[config.mk]
export PLATFORM = sky130hd
export DESIGN_NAME = clint_timer
export DESIGN_NICKNAME = d
export VERILOG_FILES = /design/src/rtl/clint_timer.sv
export SDC_FILE = /design/constraint.sdc
export NUM_CORES = 1
export LEC_CHECK = 0
export BUFFER_PORTS_ARGS = -buffer_cell sky130_fd_sc_hd__buf_2
export CAP_MARGIN = 25
export CORE_MARGIN = 8
export CORE_UTILIZATION = 58
export DETAILED_ROUTE_END_ITERATION = 7
export PLACE_DENSITY = 0.89
export SETUP_SLACK_MARGIN = 0.15
export SLEW_MARGIN = 30
export SYNTH_ARGS = -nofsm -noshare
export SYNTH_HDL_FRONTEND = slang
export SYNTH_SLANG_ARGS = --single-unit
[constraint.sdc]
create_clock -name clock -period 2.45 [get_ports clock]
set_input_delay 0.245 -clock clock [delete_from_list [all_inputs] [get_ports clock]]
set_output_delay 0.245 -clock clock [all_outputs]
set_load 0.02 [all_outputs]
[src/rtl/clint_timer.sv]
// ---------------------------------------------------------------------------
// clint_timer
// Core-local interruptor. Holds the msip bit, the 64-bit mtimecmp compare
// value and the free-running 64-bit mtime counter, and raises the machine
// software / timer interrupt lines. Sits on the core data-memory bus as a
// single-cycle-latency slave and also exports mtime for the time CSRs.
//
// Parameters
//   clint_base_addr : base byte address of the register window
//   clk_divider     : clock cycles per mtime tick (>= 1)
//
// Ports
//   reset        in   1   asynchronous, active-low reset
//   clock        in   1   core clock, rising edge
//   clint_valid  in   1   request strobe, one cycle per request
//   clint_instr  in   1   request is an instruction fetch (never serviced)
//   clint_addr   in  32   byte address, word aligned
//   clint_wdata  in  32   write data
//   clint_wstrb  in   4   byte enables, 4'b0000 means read
//   clint_rdata  out 32   read data, zero whenever clint_ready is low
//   clint_ready  out  1   one-cycle response strobe, one cycle after request
//   clint_msip   out  1   machine software interrupt pending
//   clint_mtip   out  1   machine timer interrupt pending
//   clint_mtime  out 64   current mtime
// ---------------------------------------------------------------------------
module clint_timer #(
  parameter logic [31:0] clint_base_addr = 32'h0200_0000,
  parameter int unsigned clk_divider     = 1
) (
  input  logic        reset,
  input  logic        clock,
  input  logic        clint_valid,
  input  logic        clint_instr,
  input  logic [31:0] clint_addr,
  input  logic [31:0] clint_wdata,
  input  logic [3:0]  clint_wstrb,
  output logic [31:0] clint_rdata,
  output logic        clint_ready,
  output logic        clint_msip,
  output logic        clint_mtip,
  output logic [63:0] clint_mtime
);

  localparam logic [31:0] off_msip       = 32'h0000_0000;
  localparam logic [31:0] off_mtimecmp_l = 32'h0000_4000;
  localparam logic [31:0] off_mtimecmp_h = 32'h0000_4004;
  localparam logic [31:0] off_mtime_l    = 32'h0000_BFF8;
  localparam logic [31:0] off_mtime_h    = 32'h0000_BFFC;

  // A divider of 1 still needs a 1-bit counter; it simply never leaves 0.
  localparam int unsigned presc_w = (clk_divider > 1) ? $clog2(clk_divider) : 1;
  localparam logic [presc_w-1:0] presc_max = presc_w'(clk_divider - 1);

  logic               msip_q, msip_d;
  logic [63:0]        mtimecmp_q, mtimecmp_d;
  logic [63:0]        mtime_q, mtime_d;
  logic [presc_w-1:0] presc_q, presc_d;
  logic               ready_q, ready_d;
  logic [31:0]        rdata_q, rdata_d;
  logic               mtip_q, mtip_d;

  logic [31:0] offset;
  logic        is_wr;
  logic        is_rd;
  logic        tick;

  function automatic logic [31:0] merge_bytes(input logic [31:0] old_val,
                                              input logic [31:0] new_val,
                                              input logic [3:0]  strb);
    logic [31:0] res;
    res = old_val;
    for (int i = 0; i < 4; i++) begin
      if (strb[i]) res[i*8 +: 8] = new_val[i*8 +: 8];
    end
    return res;
  endfunction

  always_comb begin
    offset = clint_addr - clint_base_addr;
    // Instruction fetches get a response but never touch or expose state.
    is_wr  = clint_valid && !clint_instr && (clint_wstrb != 4'b0000);
    is_rd  = clint_valid && !clint_instr && (clint_wstrb == 4'b0000);

    tick    = (presc_q == presc_max);
    presc_d = tick ? '0 : presc_q + presc_w'(1);

    msip_d     = msip_q;
    mtimecmp_d = mtimecmp_q;
    mtime_d    = tick ? mtime_q + 64'd1 : mtime_q;

    // A write to either mtime half overrides that cycle's tick entirely:
    // the other half holds, so no carry can leak across.
    if (is_wr) begin
      case (offset)
        off_msip:       if (clint_wstrb[0]) msip_d = clint_wdata[0];
        off_mtimecmp_l: mtimecmp_d[31:0]  = merge_bytes(mtimecmp_q[31:0],  clint_wdata, clint_wstrb);
        off_mtimecmp_h: mtimecmp_d[63:32] = merge_bytes(mtimecmp_q[63:32], clint_wdata, clint_wstrb);
        off_mtime_l:    mtime_d = {mtime_q[63:32], merge_bytes(mtime_q[31:0], clint_wdata, clint_wstrb)};
        off_mtime_h:    mtime_d = {merge_bytes(mtime_q[63:32], clint_wdata, clint_wstrb), mtime_q[31:0]};
        default:        ;
      endcase
    end

    // Reads return the pre-update register contents of the request cycle.
    rdata_d = '0;
    if (is_rd) begin
      case (offset)
        off_msip:       rdata_d = {31'b0, msip_q};
        off_mtimecmp_l: rdata_d = mtimecmp_q[31:0];
        off_mtimecmp_h: rdata_d = mtimecmp_q[63:32];
        off_mtime_l:    rdata_d = mtime_q[31:0];
        off_mtime_h:    rdata_d = mtime_q[63:32];
        default:        rdata_d = '0;
      endcase
    end

    ready_d = clint_valid;
    // Compare the current registers so mtip trails the register state by one cycle.
    mtip_d  = (mtime_q >= mtimecmp_q);
  end

  always_ff @(posedge clock or negedge reset) begin
    if (!reset) begin
      msip_q     <= 1'b0;
      mtimecmp_q <= 64'hFFFF_FFFF_FFFF_FFFF;
      mtime_q    <= 64'd0;
      presc_q    <= '0;
      ready_q    <= 1'b0;
      rdata_q    <= 32'd0;
      mtip_q     <= 1'b0;
    end else begin
      msip_q     <= msip_d;
      mtimecmp_q <= mtimecmp_d;
      mtime_q    <= mtime_d;
      presc_q    <= presc_d;
      ready_q    <= ready_d;
      rdata_q    <= rdata_d;
      mtip_q     <= mtip_d;
    end
  end

  assign clint_rdata = rdata_q;
  assign clint_ready = ready_q;
  assign clint_msip  = msip_q;
  assign clint_mtip  = mtip_q;
  assign clint_mtime = mtime_q;

endmodule

==> out/results.ini, run 1 <==
[drt]
vias = 10900
routedWlPerCell_microns = 24.3
ant_nets = 0
vias_per_cell = 6.87
wl_microns = 38700
drtIter0Drc = 1677
post-route-drc-count = 28
first_pass_iters = 8

[layout]
diodes = 0
drive_gt1_share_pct = 43.3
fin_util_pct = 78.2
synthToLayoutAreaGrowth_pct = 31.7
layout.nets = 1492

[clock_tree]
clk_latency_ns = 0.45
cts-root-buf = clkbuf_16
cts_tree = built
numCtsBuffers = 17
cts-htree-levels = 4
clk_path_buf_depth = 2
cts_sinks = 163
clkTransAtPathRegs_ns = 0.07

[critical_path]
regToRegStartpoint = mtimecmp_q[22]$_DFFE_PN1P_
crit_buf_inv = 1
crit_family = compound AO/OA/AOI/OAI gates
reg2reg_slack_ns = 0.04
endpoint_kind = flip-flop
arrival_ns = 2.75
crit_path_start_kind = flip-flop
r2r_cells = 7
r2r_end = clint_mtip$_DFF_PN0_
cp.required_ns = 2.79
path_class = flip-flop to flip-flop
cp_cell_sequence = inv_1, ha_1, a21oi_1, a21boi_0, o31a_1, or4_1, a31o_2
slowest_delay_ns = 0.56
crit_fanout = 3
cp_slowest_cell = dfstp_2

[power_and_ir_drop]
leakage_nw = 5.86
netSwitchingFraction_pct = 22.6
pwr-share-comb_pct = 4.8
vdd_drop_max_mv = 0.504
internal-power_mw = 4.59
finalPower_mw = 5.93
pwr_density_cell_nw_per_um2 = 437
p_sw_mw = 1.34
p_clk_share_pct = 49.7
sequentialPowerShare_pct = 45.5

[timing]
min_period_over_period_pct = 98.6
fin_skew_ns = 0.00801
hold_viol_final = 0
slew_viol_final = 0
setup_viol = 0
worst_slew_pin_slew_ns = 0.750
clock.fmax_mhz = 414
min_period_ns = 2.41
worst_slack_ns = 0.0355
rsz0062_at_grt = yes
max_slew_margin_pct = 50.0

[floorplanning]
rows = 48
ios = 171
die_w_microns = 149
design.core.area_sq_um = 17400
start_util_pct = 59.4
die_area_sq_um = 22300
die_h_microns = 149

[synthesis]
synth_area_sq_um = 10300
syn-mean-instance-area_sq_um = 9.66
synthDistinctLibCells = 70
ys_warn_count = 0
synth_edf_count = 0
synth_fp_nets = 1205
ys_seq_elements = 163
synth_ff_type = dfrtp_1
synthCells = 1067
async_reset_ff_share_pct = 100
yosysSeqAreaShare_pct = 40.4

[hold_path]
worstHoldPathType = input port to flip-flop
hold_path.startpoint = clint_wdata[23]
holdPathEnd = mtimecmp_q[23]$_DFFE_PN1P_
holdPathStages = 2

[global_route]
grt_pass1_vias = 10900
gr-usage-all-layers_pct = 33.1
grt_pass1_wl_microns = 58200
grt_overflow_total = 0
antenna_found_initial = 1
grt_max_degree = 72

[placement]
dp_hpwl_microns = 26300
pre_cts_slack_ns = -0.158
io_buffers = 170
gp_congestion = 0.992

[run]
cap_viol_max_count = 0

[outcome]
violations = design-rule violations
status = finished, violations left

-- cells in the mapped netlist, types with 5 or more instances --
cell type  number  share of area [%]
nand2b_1        9               0.55
or4_1           6               0.44
nor4_1         17                1.0
nand2_1        70                2.6
mux2_2         92                 10
nand3_4         6                1.0
nor2b_1         6               0.36
dfrtp_1        99                 24
and4_1         12                1.0
a222oi_1       31                3.0
o21a_1          9               0.66
and2_1          6               0.36
clkbuf_1       29                1.1
and3_1         19                1.2
o32ai_1         8               0.68
a21oi_1        48                2.3
nand3_1        38                1.8
a311oi_1       10               0.85
a211oi_1       34                2.5
nor3_1         29                1.4
inv_1          79                2.9
o21ai_0        31                1.5
nor3b_1         5               0.36
o211ai_1        5               0.36
mux2i_1         5               0.49
nand4_1        37                2.2
buf_2          12               0.58
nor2_1        117                4.3
ha_1           66                8.0
dfstp_2        64                 16
-- metal layers --
layer / vias to the layer above / routed length [microns] / GRT usage (%)
li1: 4580 / - / -
met1: 5254 / 13900 / 40.2
met2: 859 / 18300 / 52.7
met3: 241 / 4470 / 8.40
met4: 2 / 2080 / 19.2
met5: - / 12 / 0
-- how the worst max path moves through the flow --
stage                                 from                          end  slack, ns  cells past startpoint
3_3_place_gp                clint_addr[25]   mtimecmp_q[23]$_DFFE_PN1P_      -0.08                     10
5_1_grt         mtimecmp_q[39]$_DFFE_PN1P_         clint_mtip$_DFF_PN0_      -0.07                      8
4_1_cts         mtimecmp_q[45]$_DFFE_PN1P_         clint_mtip$_DFF_PN0_       0.02                      8
6_report        mtimecmp_q[22]$_DFFE_PN1P_         clint_mtip$_DFF_PN0_       0.04                      7
3_5_place_dp                clint_addr[25]   mtimecmp_q[23]$_DFFE_PN1P_      -0.16                     10
2_1_floorplan  clint_mtime[18]$_DFFE_PN0P_  clint_mtime[44]$_DFFE_PN0P_       0.14                      6
-- layout make-up --
cell class	instances	area, sq um
Sequential cell	163	4170
Clock inverter	8	149
Tap cell	225	282
Timing Repair Buffer	313	2050
Multi-Input combinational cell	780	6140
Fill cell	1015	3780
Inverter	79	297
Clock buffer	24	482
-- what timing repair did --
| action | CTS | global route |
|---|---|---|
| hold buffers | 2 | 0 |
| pin swaps | 11 | 27 |
| endpoints found under the hold margin | 50 | 0 |
| endpoints found under the setup margin | 13 | 27 |
| resized for setup | 26 | 69 |
| buffers inserted | 6 | 14 |
-- cells by family after synthesis --
kind of cell	Yosys count	share of synthesized area [%]
and+or+nand+nor	398	20.8
DFF	163	40.4
buffers and inverters	124	4.81
xor gates and xnor gates	2	0.170
adders and majority gates	66	8.01
AOI/OAI and AO/OA	215	15.1
muxes	99	10.8
-- cell usage in the layout, fill, tap and decap left out, drive strengths merged, types with 4 or more instances in the layout --
cell type	netlist	routed
nor2	117	117
a211oi	34	34
and4	12	12
a31oi	4	4
a222oi	31	31
o21a	9	9
o32ai	8	8
nand2	70	70
nor2b	6	6
or4	6	6
buf	16	311
mux2i	5	5
mux2	94	94
and2	6	6
o211ai	5	5
dfstp	64	64
a311oi	10	10
o21ai	31	31
nand3	47	47
bufinv	0	4
inv	79	80
and3	19	19
ha	66	66
clkbuf	29	24
nor4	19	19
dfrtp	99	99
nor3b	6	6
a21o	4	4
nand2b	9	9
a21oi	48	48
nor3	31	31
or2	4	4
nand4	37	37
-- power by group through the flow --
stage	Sequential, mW	Combinational [mW]	Clock (mW)
floorplan	2.75	0.0800	0
finish	2.70	0.284	2.95
global placement	2.74	0.268	0
detailed placement	2.74	0.272	0
global route	2.70	0.303	3.04
CTS	2.70	0.276	2.92
-- registers in the layout (all words and copies together), names as in the netlist --
| signal | flops |
|---|---|
| clint_ready | 1 |
| clint_mtime | 64 |
| clint_rdata | 32 |
| clint_mtip | 1 |
| clint_msip | 1 |
| mtimecmp_q | 64 |
-- metrics by stage --
stage                     hold WS [ns]  setup TNS, ns  instance area [sq um]  std cells
after floorplan                -0.0506              0                  10300       1067
after global placement           0.325          -2.44                  12300       1538
after detailed placement         0.324         -10.51                  12300       1538
after CTS                       0.0875              0                  13100       1578
after global routing             0.101         -0.127                  13600       1592
final                           0.0933              0                  13600       1592
Power figures use the tool's default switching activity.
==> inputs of run 2 (changes only) <==
--- a/config.mk
+++ b/config.mk
@@ -8,9 +8,9 @@
 export BUFFER_PORTS_ARGS = -buffer_cell sky130_fd_sc_hd__buf_2
 export CAP_MARGIN = 25
 export CORE_MARGIN = 8
-export CORE_UTILIZATION = 58
+export CORE_UTILIZATION = 47
 export DETAILED_ROUTE_END_ITERATION = 7
-export PLACE_DENSITY = 0.89
+export PLACE_DENSITY = 0.68
 export SETUP_SLACK_MARGIN = 0.15
 export SLEW_MARGIN = 30
 export SYNTH_ARGS = -nofsm -noshare
==> out/results.ini, run 2 (synthesis gave the netlist of run 1 again) <==
[power_and_ir_drop]
leakage_nw = 5.90
internal-power_mw = 4.35
pwr_density_cell_nw_per_um2 = 411
p_sw_mw = 1.29
netSwitchingFraction_pct = 22.8
sequentialPowerShare_pct = 47.8
finalPower_mw = 5.64
p_clk_share_pct = 47.2
pwr-share-comb_pct = 5.0
vdd_drop_max_mv = 0.471

[global_route]
gr-usage-all-layers_pct = 26.6
grt_overflow_total = 0
grt_max_degree = 55
antenna_found_initial = 0
grt_pass1_vias = 10200
grt_pass1_wl_microns = 56300

[timing]
rsz0062_at_grt = yes
slew_viol_final = 0
clock.fmax_mhz = 416
fin_skew_ns = 0.00678
min_period_over_period_pct = 98.0
worst_slew_pin_slew_ns = 0.561
min_period_ns = 2.40
max_slew_margin_pct = 62.6
hold_viol_final = 0
hold_ws_ns = 0.101
setup_viol = 0

[run]
cap_viol_max_count = 0

[placement]
dp_hpwl_microns = 26800
dp.cells = 1610
io_buffers = 170
placed_area_sq_um = 12500
gp_congestion = 0.962

[layout]
final_common_cell = buf_2
synthToLayoutAreaGrowth_pct = 33.1
layout.nets = 1514
fin_cells = 1669
drive_gt1_share_pct = 44.4
stdcell_area_sq_um = 13700
final_cell_mix = 169 x buf_2, 152 x buf_4, 115 x nor2_1
nFillCells = 1775
diodes = 0

[clock_tree]
clkTransAtPathRegs_ns = 0.06
cts-root-buf = clkbuf_16
clk_path_buf_depth = 2
cts_sinks = 163
cts_tree = built
clk_latency_ns = 0.43
numCtsBuffers = 17
cts-htree-levels = 4

[floorplanning]
die_area_sq_um = 26900
ios = 171
rows = 54
design.core.area_sq_um = 21700
die_h_microns = 164
start_util_pct = 47.5
die_w_microns = 164

[critical_path]
cp_cell_sequence = inv_1, ha_1, a21oi_1, o21ai_1, a221o_1, or4_1, a31o_2
arrival_ns = 2.72
crit_path_start_kind = flip-flop
cp.required_ns = 2.77
crit_fanout = 3
endpoint_kind = flip-flop
cp_slowest_cell = dfstp_2
path_class = flip-flop to flip-flop
slowest_delay_ns = 0.55

[drt]
drtIter0Drc = 1071
ant_nets = 0
first_pass_iters = 6
vias = 10400
routedWlPerCell_microns = 21.8
wl_microns = 36300
vias_per_cell = 6.21
post-route-drc-count = 0

[hold_path]
worstHoldPathType = input port to flip-flop

[outcome]
status = finished clean

-- run 2: cell types whose count changed in the layout (fill, tap and decap cells not counted), sizes merged --
cell    before  now
inv         80   79
buf        311  333
clkinv       1    4
bufinv       4    2
-- run 2: routing by layer --
metal / vias to the layer above / GRT usage [%] / share of wire, %
li1: 4643 / - / -
met1: 5110 / 34.5 / 40
met2: 521 / 42.9 / 48
met3: 94 / 4.66 / 8.7
met4: 0 / 11.7 / 3.6
met5: - / 0 / 0
-- run 2: metrics by stage --
step	setup WS, ns	TNS, ns	util, %
global route	-0.0704	-0.0704	63.2
finish	0.0485	0	63.2
floorplan	0.140	0	-
global placement	-0.170	-7.28	57.4
CTS	0.103	0	61.2
detailed placement	-0.182	-9.97	57.4
-- run 2: area by class of cell --
cell class	instances	area (sq um)	area share (%)
multi-input cells	780	6120	44.6
flip-flops and latches	163	4180	30.4
repair buffers	335	2200	16.1
clock buffers	24	472	3.44
well taps	280	350	2.55
inverters	79	297	2.16
clock inverters	8	103	0.748
-- run 2: power by group through the flow --
stage	combinational [mW]	clock (mW)	sequential, mW
after CTS	0.280	2.69	2.70
after floorplan	0.0800	0	2.75
after detailed placement	0.277	0	2.74
final	0.281	2.66	2.70
after global placement	0.274	0	2.74
after global routing	0.303	2.80	2.70
-- run 2: worst paths after layout --
path	from	end	slack, ns	depth (start not counted)
hold / removal	clint_wdata[23]	mtimecmp_q[23]$_DFFE_PN1P_	0.10	2
setup reg to reg	mtimecmp_q[29]$_DFFE_PN1P_	clint_mtip$_DFF_PN0_	0.05	7
hold reg to reg	clint_msip$_DFFE_PN0P_	clint_msip$_DFFE_PN0P_	0.53	1
min in group asynchronous	reset	clint_rdata[27]$_DFF_PN0_	0.36	2
max in group asynchronous	reset	mtimecmp_q[9]$_DFFE_PN1P_	1.34	3
setup / recovery	mtimecmp_q[29]$_DFFE_PN1P_	clint_mtip$_DFF_PN0_	0.05	7
-- run 2: worst max-delay path: cells and delay by family, from the launching register on --
kind | cells | cell delay [ns]
adder cells (fa/ha/maj) | 1 | 0.28
flip-flops | 1 | 0.55
AND/OR/NAND/NOR | 1 | 0.51
buffers and inverters | 1 | 0.05
AO/OA/AOI/OAI | 4 | 0.89
-- run 2: what timing repair did --
action	4_1_cts	5_1_grt
resized for setup	32	65
setup buffers	9	16
hold buffers	2	0
endpoints found under the setup margin	12	34
hold endpoints to repair	36	0
pin swaps	14	31
